**src/rtl/serial_cmd_tx_pkg.sv**
```systemverilog
// -----------------------------------------------------------------------------
// serial_cmd_tx_pkg
// Shared definitions for the serial command transmitter:
//   - 3-bit state encodings and the FSM state type
//   - line levels for idle/stop and the start bit
// -----------------------------------------------------------------------------
package serial_cmd_tx_pkg;

    localparam logic [2:0] ST_IDLE   = 3'd0;
    localparam logic [2:0] ST_START  = 3'd1;
    localparam logic [2:0] ST_DATA   = 3'd2;
    localparam logic [2:0] ST_PARITY = 3'd3;
    localparam logic [2:0] ST_STOP   = 3'd4;

    typedef enum logic [2:0] {
        IDLE   = ST_IDLE,
        START  = ST_START,
        DATA   = ST_DATA,
        PARITY = ST_PARITY,
        STOP   = ST_STOP
    } state_t;

    // The line rests high; a frame opens with a low start bit.
    localparam logic IDLE_LEVEL  = 1'b1;
    localparam logic START_LEVEL = 1'b0;

endpackage

```
**src/rtl/serial_cmd_tx_bit_timer.sv**
```systemverilog
// -----------------------------------------------------------------------------
// serial_cmd_tx_bit_timer
// Counts 0..BIT_CYCLES-1 while run is high and flags the last count, so the
// transmitter holds each serial bit for exactly BIT_CYCLES clocks.
// Ports:
//   clk   - system clock, rising edge
//   reset - asynchronous, active-high reset (clears the count)
//   run   - count enable; low clears the count back to 0
//   tick  - high during the last cycle of a bit period
// -----------------------------------------------------------------------------
module serial_cmd_tx_bit_timer #(
    parameter int BIT_CYCLES = 4
) (
    input  logic clk,
    input  logic reset,
    input  logic run,
    output logic tick
);

    localparam int CNT_W = (BIT_CYCLES > 1) ? $clog2(BIT_CYCLES) : 1;
    localparam logic [CNT_W-1:0] LAST_CNT = CNT_W'(BIT_CYCLES - 1);

    logic [CNT_W-1:0] count_reg;

    always_ff @(posedge clk or posedge reset) begin
        if (reset) begin
            count_reg <= '0;
        end else if (!run || (count_reg == LAST_CNT)) begin
            count_reg <= '0;
        end else begin
            count_reg <= count_reg + 1'b1;
        end
    end

    // Decoded from the registered count; consumed only by the FSM's
    // registered next-state logic.
    assign tick = run && (count_reg == LAST_CNT);

endmodule

```
**src/rtl/serial_cmd_tx.sv**
```systemverilog
// -----------------------------------------------------------------------------
// serial_cmd_tx
// Framed, LSB-first serial transmitter feeding the 2-bit shift-register
// command receivers. Frame: start(0), DATA_W data bits, optional even parity,
// stop(1); every bit held BIT_CYCLES clocks.
// Ports:
//   clk        - system clock, rising edge
//   reset      - asynchronous, active-high reset; aborts a frame at once
//   data_in    - word to transmit, sampled on acceptance only
//   data_valid - requester has a word on data_in
//   data_ready - high only in IDLE (including the done cycle)
//   tx_line    - registered serial output, idles high
//   busy       - frame in progress
//   done       - one-cycle pulse, first IDLE cycle after a stop bit
// -----------------------------------------------------------------------------
module serial_cmd_tx
    import serial_cmd_tx_pkg::*;
#(
    parameter int DATA_W     = 8,
    parameter int BIT_CYCLES = 4,
    parameter int PARITY_EN  = 0
) (
    input  logic              clk,
    input  logic              reset,
    input  logic [DATA_W-1:0] data_in,
    input  logic              data_valid,
    output logic              data_ready,
    output logic              tx_line,
    output logic              busy,
    output logic              done
);

    localparam int IDX_W = $clog2(DATA_W + 1);
    localparam logic [IDX_W-1:0] LAST_IDX = IDX_W'(DATA_W - 1);

    state_t            state_reg;
    logic [DATA_W-1:0] shift_reg;
    logic [DATA_W-1:0] shift_next;
    logic              parity_reg;
    logic [IDX_W-1:0]  idx_reg;
    logic              timer_run;
    logic              tick;

    assign timer_run  = (state_reg != IDLE);
    assign shift_next = shift_reg >> 1;

    serial_cmd_tx_bit_timer #(
        .BIT_CYCLES (BIT_CYCLES)
    ) u_bit_timer (
        .clk   (clk),
        .reset (reset),
        .run   (timer_run),
        .tick  (tick)
    );

    // tx_line is loaded with the level of the state being entered, so it
    // changes on the same edge as the state and carries no input path.
    always_ff @(posedge clk or posedge reset) begin
        if (reset) begin
            state_reg  <= IDLE;
            shift_reg  <= '0;
            parity_reg <= 1'b0;
            idx_reg    <= '0;
            tx_line    <= IDLE_LEVEL;
            data_ready <= 1'b1;
            busy       <= 1'b0;
            done       <= 1'b0;
        end else begin
            done <= 1'b0;
            case (state_reg)
                IDLE: begin
                    tx_line    <= IDLE_LEVEL;
                    data_ready <= 1'b1;
                    busy       <= 1'b0;
                    if (data_valid && data_ready) begin
                        shift_reg  <= data_in;
                        // Even parity: the XOR makes the total count of ones even.
                        parity_reg <= ^data_in;
                        state_reg  <= START;
                        tx_line    <= START_LEVEL;
                        data_ready <= 1'b0;
                        busy       <= 1'b1;
                    end
                end
                START: begin
                    if (tick) begin
                        state_reg <= DATA;
                        idx_reg   <= '0;
                        tx_line   <= shift_reg[0];
                    end
                end
                DATA: begin
                    if (tick) begin
                        shift_reg <= shift_next;
                        idx_reg   <= idx_reg + 1'b1;
                        if (idx_reg == LAST_IDX) begin
                            if (PARITY_EN != 0) begin
                                state_reg <= PARITY;
                                tx_line   <= parity_reg;
                            end else begin
                                state_reg <= STOP;
                                tx_line   <= IDLE_LEVEL;
                            end
                        end else begin
                            tx_line <= shift_next[0];
                        end
                    end
                end
                PARITY: begin
                    if (tick) begin
                        state_reg <= STOP;
                        tx_line   <= IDLE_LEVEL;
                    end
                end
                STOP: begin
                    if (tick) begin
                        state_reg  <= IDLE;
                        tx_line    <= IDLE_LEVEL;
                        data_ready <= 1'b1;
                        busy       <= 1'b0;
                        done       <= 1'b1;
                    end
                end
                default: begin
                    state_reg  <= IDLE;
                    tx_line    <= IDLE_LEVEL;
                    data_ready <= 1'b1;
                    busy       <= 1'b0;
                end
            endcase
        end
    end

endmodule

```
**config.mk**
```make
export PLATFORM = sky130hd
export DESIGN_NAME = serial_cmd_tx
export DESIGN_NICKNAME = d
export VERILOG_FILES = /design/src/rtl/serial_cmd_tx_pkg.sv /design/src/rtl/serial_cmd_tx_bit_timer.sv /design/src/rtl/serial_cmd_tx.sv
export SDC_FILE = /design/constraint.sdc
export NUM_CORES = 1
export LEC_CHECK = 0
export ABC_CLOCK_PERIOD_IN_PS = 2580
export CAP_MARGIN = 20
export CORE_AREA = 2 2 70 72
export DETAILED_ROUTE_END_ITERATION = 12
export DIE_AREA = 0 0 72 74
export PLACE_DENSITY = 0.45
export SLEW_MARGIN = 15
export SYNTH_ARGS = -nofsm -noshare
export SYNTH_HDL_FRONTEND = slang
export SYNTH_SLANG_ARGS = --single-unit
```
**constraint.sdc**
```tcl
create_clock -name clk -period 2.58 [get_ports clk]
set_clock_uncertainty 0.1 [all_clocks]
set_input_delay 0.387 -clock clk [delete_from_list [all_inputs] [get_ports clk]]
set_output_delay 0.387 -clock clk [all_outputs]
set_load 0.02 [all_outputs]
```
# Yosys cells after proc, flatten, opt, wreduce, memory -nomap -nowiden
# Cells that the tools add are included.
# word_totals
register_bits	21
inputBits	11
out_inout_bits	4
word_cells	65
# classes
n_addsub	2
n_eq_ne	13
mux	26
bitwise	1
n_reduce_logical	15
# ops
operator	count
$mux 3	6
$mux 8	2
$pmux 8 s2	1
$pmux 3 s5	1
$ne 2x2->1 const B	6
$mux 1	9
$reduce_and 3->1	3
$mux 4	2
$pmux 4 s2	1
$eq 3x2->1 const B	2
$pmux 1 s3	2
$reduce_and 6->1	1
$add 4x1->4 const B	1
$eq 4x3->1 const B	1
$pmux 1 s4	1
$reduce_bool 2->1	2
$eq 3x1->1 const B	1
$eq 3x3->1 const B	1
$logic_not 3->1	1
$reduce_bool 3->1	1
$reduce_or 3->1	1
$add 2x1->2 const B	1
$eq 2x2->1 const B	1
$logic_and 1x1->1	2
other kinds (7)	7

# Logic depth before layout (Yosys ltp)
# logic_depth
ltp_word	4
mapped_depth	7

# Modules after synthesis
# A second synthesis with hierarchy kept.
# hier_totals
hier_cells	102
area_unflattened_um2	1157.4
# by_module_without_submodules
module	instances	cells_per_inst	area_per_inst_um2	seq_area_each_um2
serial_cmd_tx	1	95	1062.3	478.0
serial_cmd_tx_bit_timer	1	7	95.1	50.0

# Worst setup path after synthesis
# No wires, ideal clock.
# synth_path
kind	register -> register
startpoint	reg data_ready
endpoint	reg shift_reg[0]
arrival_time_ns	1.417
required_time_ns	2.407
path_slack_ns	0.990
path_stages_with_launch	6
path_buffers	1
path_cell_list	dfstp_2 > nand3b_1 > a211oi_2 > buf_6 > nor2_1 > a21oi_2
# synth_via
elab_chain_len	3
# synth_rtl
element	line_no	rtl
start, declared	serial_cmd_tx.sv:27	output logic data_ready,
start signal, assigned	serial_cmd_tx.sv:65	data_ready <= 1'b1;
start signal, assigned	serial_cmd_tx.sv:73	data_ready <= 1'b1;
start signal, assigned	serial_cmd_tx.sv:81	data_ready <= 1'b0;
$logic_and 1x1->1	serial_cmd_tx.sv:75	if (data_valid && data_ready) begin
$ne 2x2->1 (no source line)	--	
$reduce_and 3->1 (no source line)	--	
end signal, assigned	serial_cmd_tx.sv:76	shift_reg <= data_in;
end signal, assigned	serial_cmd_tx.sv:94	shift_reg <= shift_next;
end, declared	serial_cmd_tx.sv:37	logic [DATA_W-1:0] shift_reg;
# Every way passes these cells.
# A chain may end at the register's enable or synchronous reset.

# Worst setup path after layout
# layout_path
startpoint	reg data_ready
endpoint	out data_ready
# No word-level cell between the ends.

==> results.py <==
metrics = {
    "sta": {
        "drv_slew": 0,
        "finalHoldViolations": 0,
        "worst_pin_slew_ps": 557.6,
        "slew_headroom_pct": 62.54,
        "setup_ws_ps": 646.6,
        "setup_violations": 0,
        "fmax_mhz": 517.2,
        "whs_ps": 346.8,
        "layout_worst_path_cycle_share_pct": 74.94,
        "fin_crit_ps": 1933,
        "grt_setup_unrepaired": "false",
        "fin_setup_tns_ps": 0,
    },
    "drt": {
        "routed_wl_mm": 2.082,
        "drtIter0Drc": 32,
        "ant_nets": 0,
        "wl_per_cell_um": 11.57,
        "dr.pass1.iters": 4,
        "vias": 834,
        "drcViolationCount": 0,
        "viasPerCell": 4.633,
    },
    "clock_tree": {
        "clockBufferDepth": 2,
        "clock_latency_ps": 260,
        "clk_pin_slew_ps": 80,
        "htree_levels": 1,
        "clockRootBuffer": "clkbuf_8",
        "post_cts_resized": 0,
        "postCtsHoldBufs": 0,
        "cts_tree": "yes",
        "postCtsSetupRepairBufs": 0,
        "cts_inserted_buffers": 3,
        "clkSinkCount": 21,
    },
    "worst_setup_path": {
        "slowest_stage": "clkdlybuf4s50_1",
        "crit_family": "buffers and inverters",
        "critPathMaxStageDelay_ps": 610,
        "path_class": "reg2out",
        "crit_buf_inv": 1,
        "worstPathArrival_ps": 1450,
        "crit_chain": "clkdlybuf4s50_1",
        "start_kind": "flip-flop",
        "critPathMaxFanout": 6,
        "crit_required_ps": 2090,
        "crit_path_end_kind": "output pin",
    },
    "pwr": {
        "internal_power_uw": 805.3,
        "p_sw_uw": 503.6,
        "power.share.clock_pct": 16.5,
        "max-vdd-ir-drop_mv": 0.3705,
        "power.total_mw": 1.309,
        "p_per_area_mw_per_mm2": 975.9,
        "seqPwrFrac_pct": 44.7,
        "swShare_pct": 38.48,
        "leakagePower_nw": 0.5221,
        "combPwrFrac_pct": 38.8,
    },
    "synthesis": {
        "synth_top_area_cell": "dfrtp_1",
        "synthXorXnorAreaFrac_pct": 0,
        "ys_types": 34,
        "syn_area_per_cell_um2": 9.998,
        "syn_nets": 124,
        "synth.most_common_cell": "dfrtp_1",
        "yosys_warnings": 0,
        "syn_inst": 111,
        "syn-cell-area_mm2": 0.001110,
        "yosysTopAreaCellShare_pct": 42.84,
        "synth_edf_count": 0,
        "synthSimpleGateAreaFrac_pct": 18.38,
        "synth_top_family_by_area": "compound AO/OA/AOI/OAI gates",
        "synth-seq-cells": 21,
        "synthMuxAreaShare_pct": 6.313,
        "synth_compound_area_share_pct": 19.62,
        "yosys-top-cells-count": "dfrtp_1, nor2_1, o21ai_0",
        "dominantRegCellSynth": "dfrtp_1",
        "ys_seq_area_share_pct": 47.58,
        "synth_area_leaders": "dfrtp_1, mux2i_1, a21oi_2, dfstp_2, o21ai_0",
        "async_flop_share_pct": 100.0,
        "synth_adder_area_share_pct": 2.255,
    },
    "placed_design": {
        "gp_congestion": 0.7786,
        "io_buffers": 14,
        "dpl_worst_slack_ps": 793.0,
        "hpwl_mm": 1.531,
        "dp_cells": 176,
    },
    "die": {
        "core_mm2": 0.004598,
        "pin_count": 15,
        "die_w_um": 72,
        "die_y_um": 74,
        "fp-row-count": 25,
        "start_util_pct": 24.14,
        "die-area_mm2": 0.005328,
    },
    "grt": {
        "track_usage_pct": 8.654,
        "first_global_vias": 750,
        "antenna_found_initial": 0,
        "grt_pass1_wl_mm": 3.525,
        "grt_max_degree": 22,
        "grt-ovfl-total": 0,
    },
    "outcome": {
        "status": "finished, final reports clean",
    },
    "layout": {
        "layout.nets": 140,
        "syn_to_final_growth_pct": 20.86,
        "antenna_cells": 0,
        "finalNonFillerCells": 180,
        "fillCellCount": 467,
        "largest_register_ff_count": 8,
        "drive_gt1_share_pct": 15.08,
    },
    "flow_run": {
        "cap_viol_max_count": 0,
    },
    "min_path": {
        "worstHoldPathType": "reg2reg",
    },
}
-- power groups by stage --
stage	combinational, mW	clock [mW]	sequential, mW
CTS	0.518	0.227	0.587
finish	0.508	0.216	0.585
floorplan	0.427	0	0.556
global route	0.573	0.242	0.608
global placement	0.511	0	0.589
detailed placement	0.517	0	0.594
-- layer usage --
layer	wire length (um)	global-route usage, %	vias to the layer above
li1	-	-	425
met1	990	10.82	393
met2	975	14.40	12
met3	73	1.626	4
met4	42	4.403	0
met5	0	0	-
-- final cells by class --
cell class | count | area (um^2) | share of cell area (%)
clock buffers | 4 | 45.04 | 3.358
flip-flops and latches | 21 | 528.0 | 39.37
well taps | 54 | 67.56 | 5.037
multi-input cells | 78 | 516.7 | 38.53
inverters | 7 | 28.78 | 2.146
repair buffers | 16 | 155.1 | 11.57
-- path summary, 6_finish.rpt --
| check | slack (ps) | end | cells after the start | start |
|---|---|---|---|---|
| worst max-delay path | 650 | data_ready | 1 | data_ready$_DFFE_PP1P_ |
| worst min-delay path | 350 | u_bit_timer.count_reg[0]$_DFF_PP0_ | 1 | u_bit_timer.count_reg[0]$_DFF_PP0_ |
| worst max register to register | 850 | shift_reg[0]$_DFFE_PP0P_ | 4 | state_reg[1]$_DFFE_PP0P_ |
| worst min register to register | 350 | u_bit_timer.count_reg[0]$_DFF_PP0_ | 1 | u_bit_timer.count_reg[0]$_DFF_PP0_ |
| max in group asynchronous | 1750 | tx_line$_DFFE_PP1P_ | 3 | reset |
| min in group asynchronous | 360 | state_reg[0]$_DFFE_PP0P_ | 3 | reset |
-- placed cells by master, fill, tap and decap left out, types with 5 or more instances in the layout --
cell	instances
a21oi_1	5
a21oi_2	7
clkdlybuf4s50_1	14
dfrtp_1	19
inv_1	6
mux2i_1	7
nand2_1	5
nand3_1	5
nor2_1	11
o21ai_0	10
-- through the flow --
stage | utilization [%] | cell area (um^2)
2_1_floorplan | - | 1110
3_3_place_gp | 28.19 | 1296
3_5_place_dp | 28.19 | 1296
4_1_cts | 29.17 | 1341
5_1_grt | 29.17 | 1341
6_report | 29.17 | 1341
-- cell families (layout without fill, tap and decap cells) --
family / after synthesis / in the layout
AND/OR/NAND/NOR: 37 / 37
AO/OA/AOI/OAI: 32 / 32
flip-flops: 21 / 21
buffers and inverters: 12 / 27
multiplexers: 7 / 7
adder cells (fa/ha/maj): 2 / 2
Note: power is estimated with default switching activity, not from simulation.
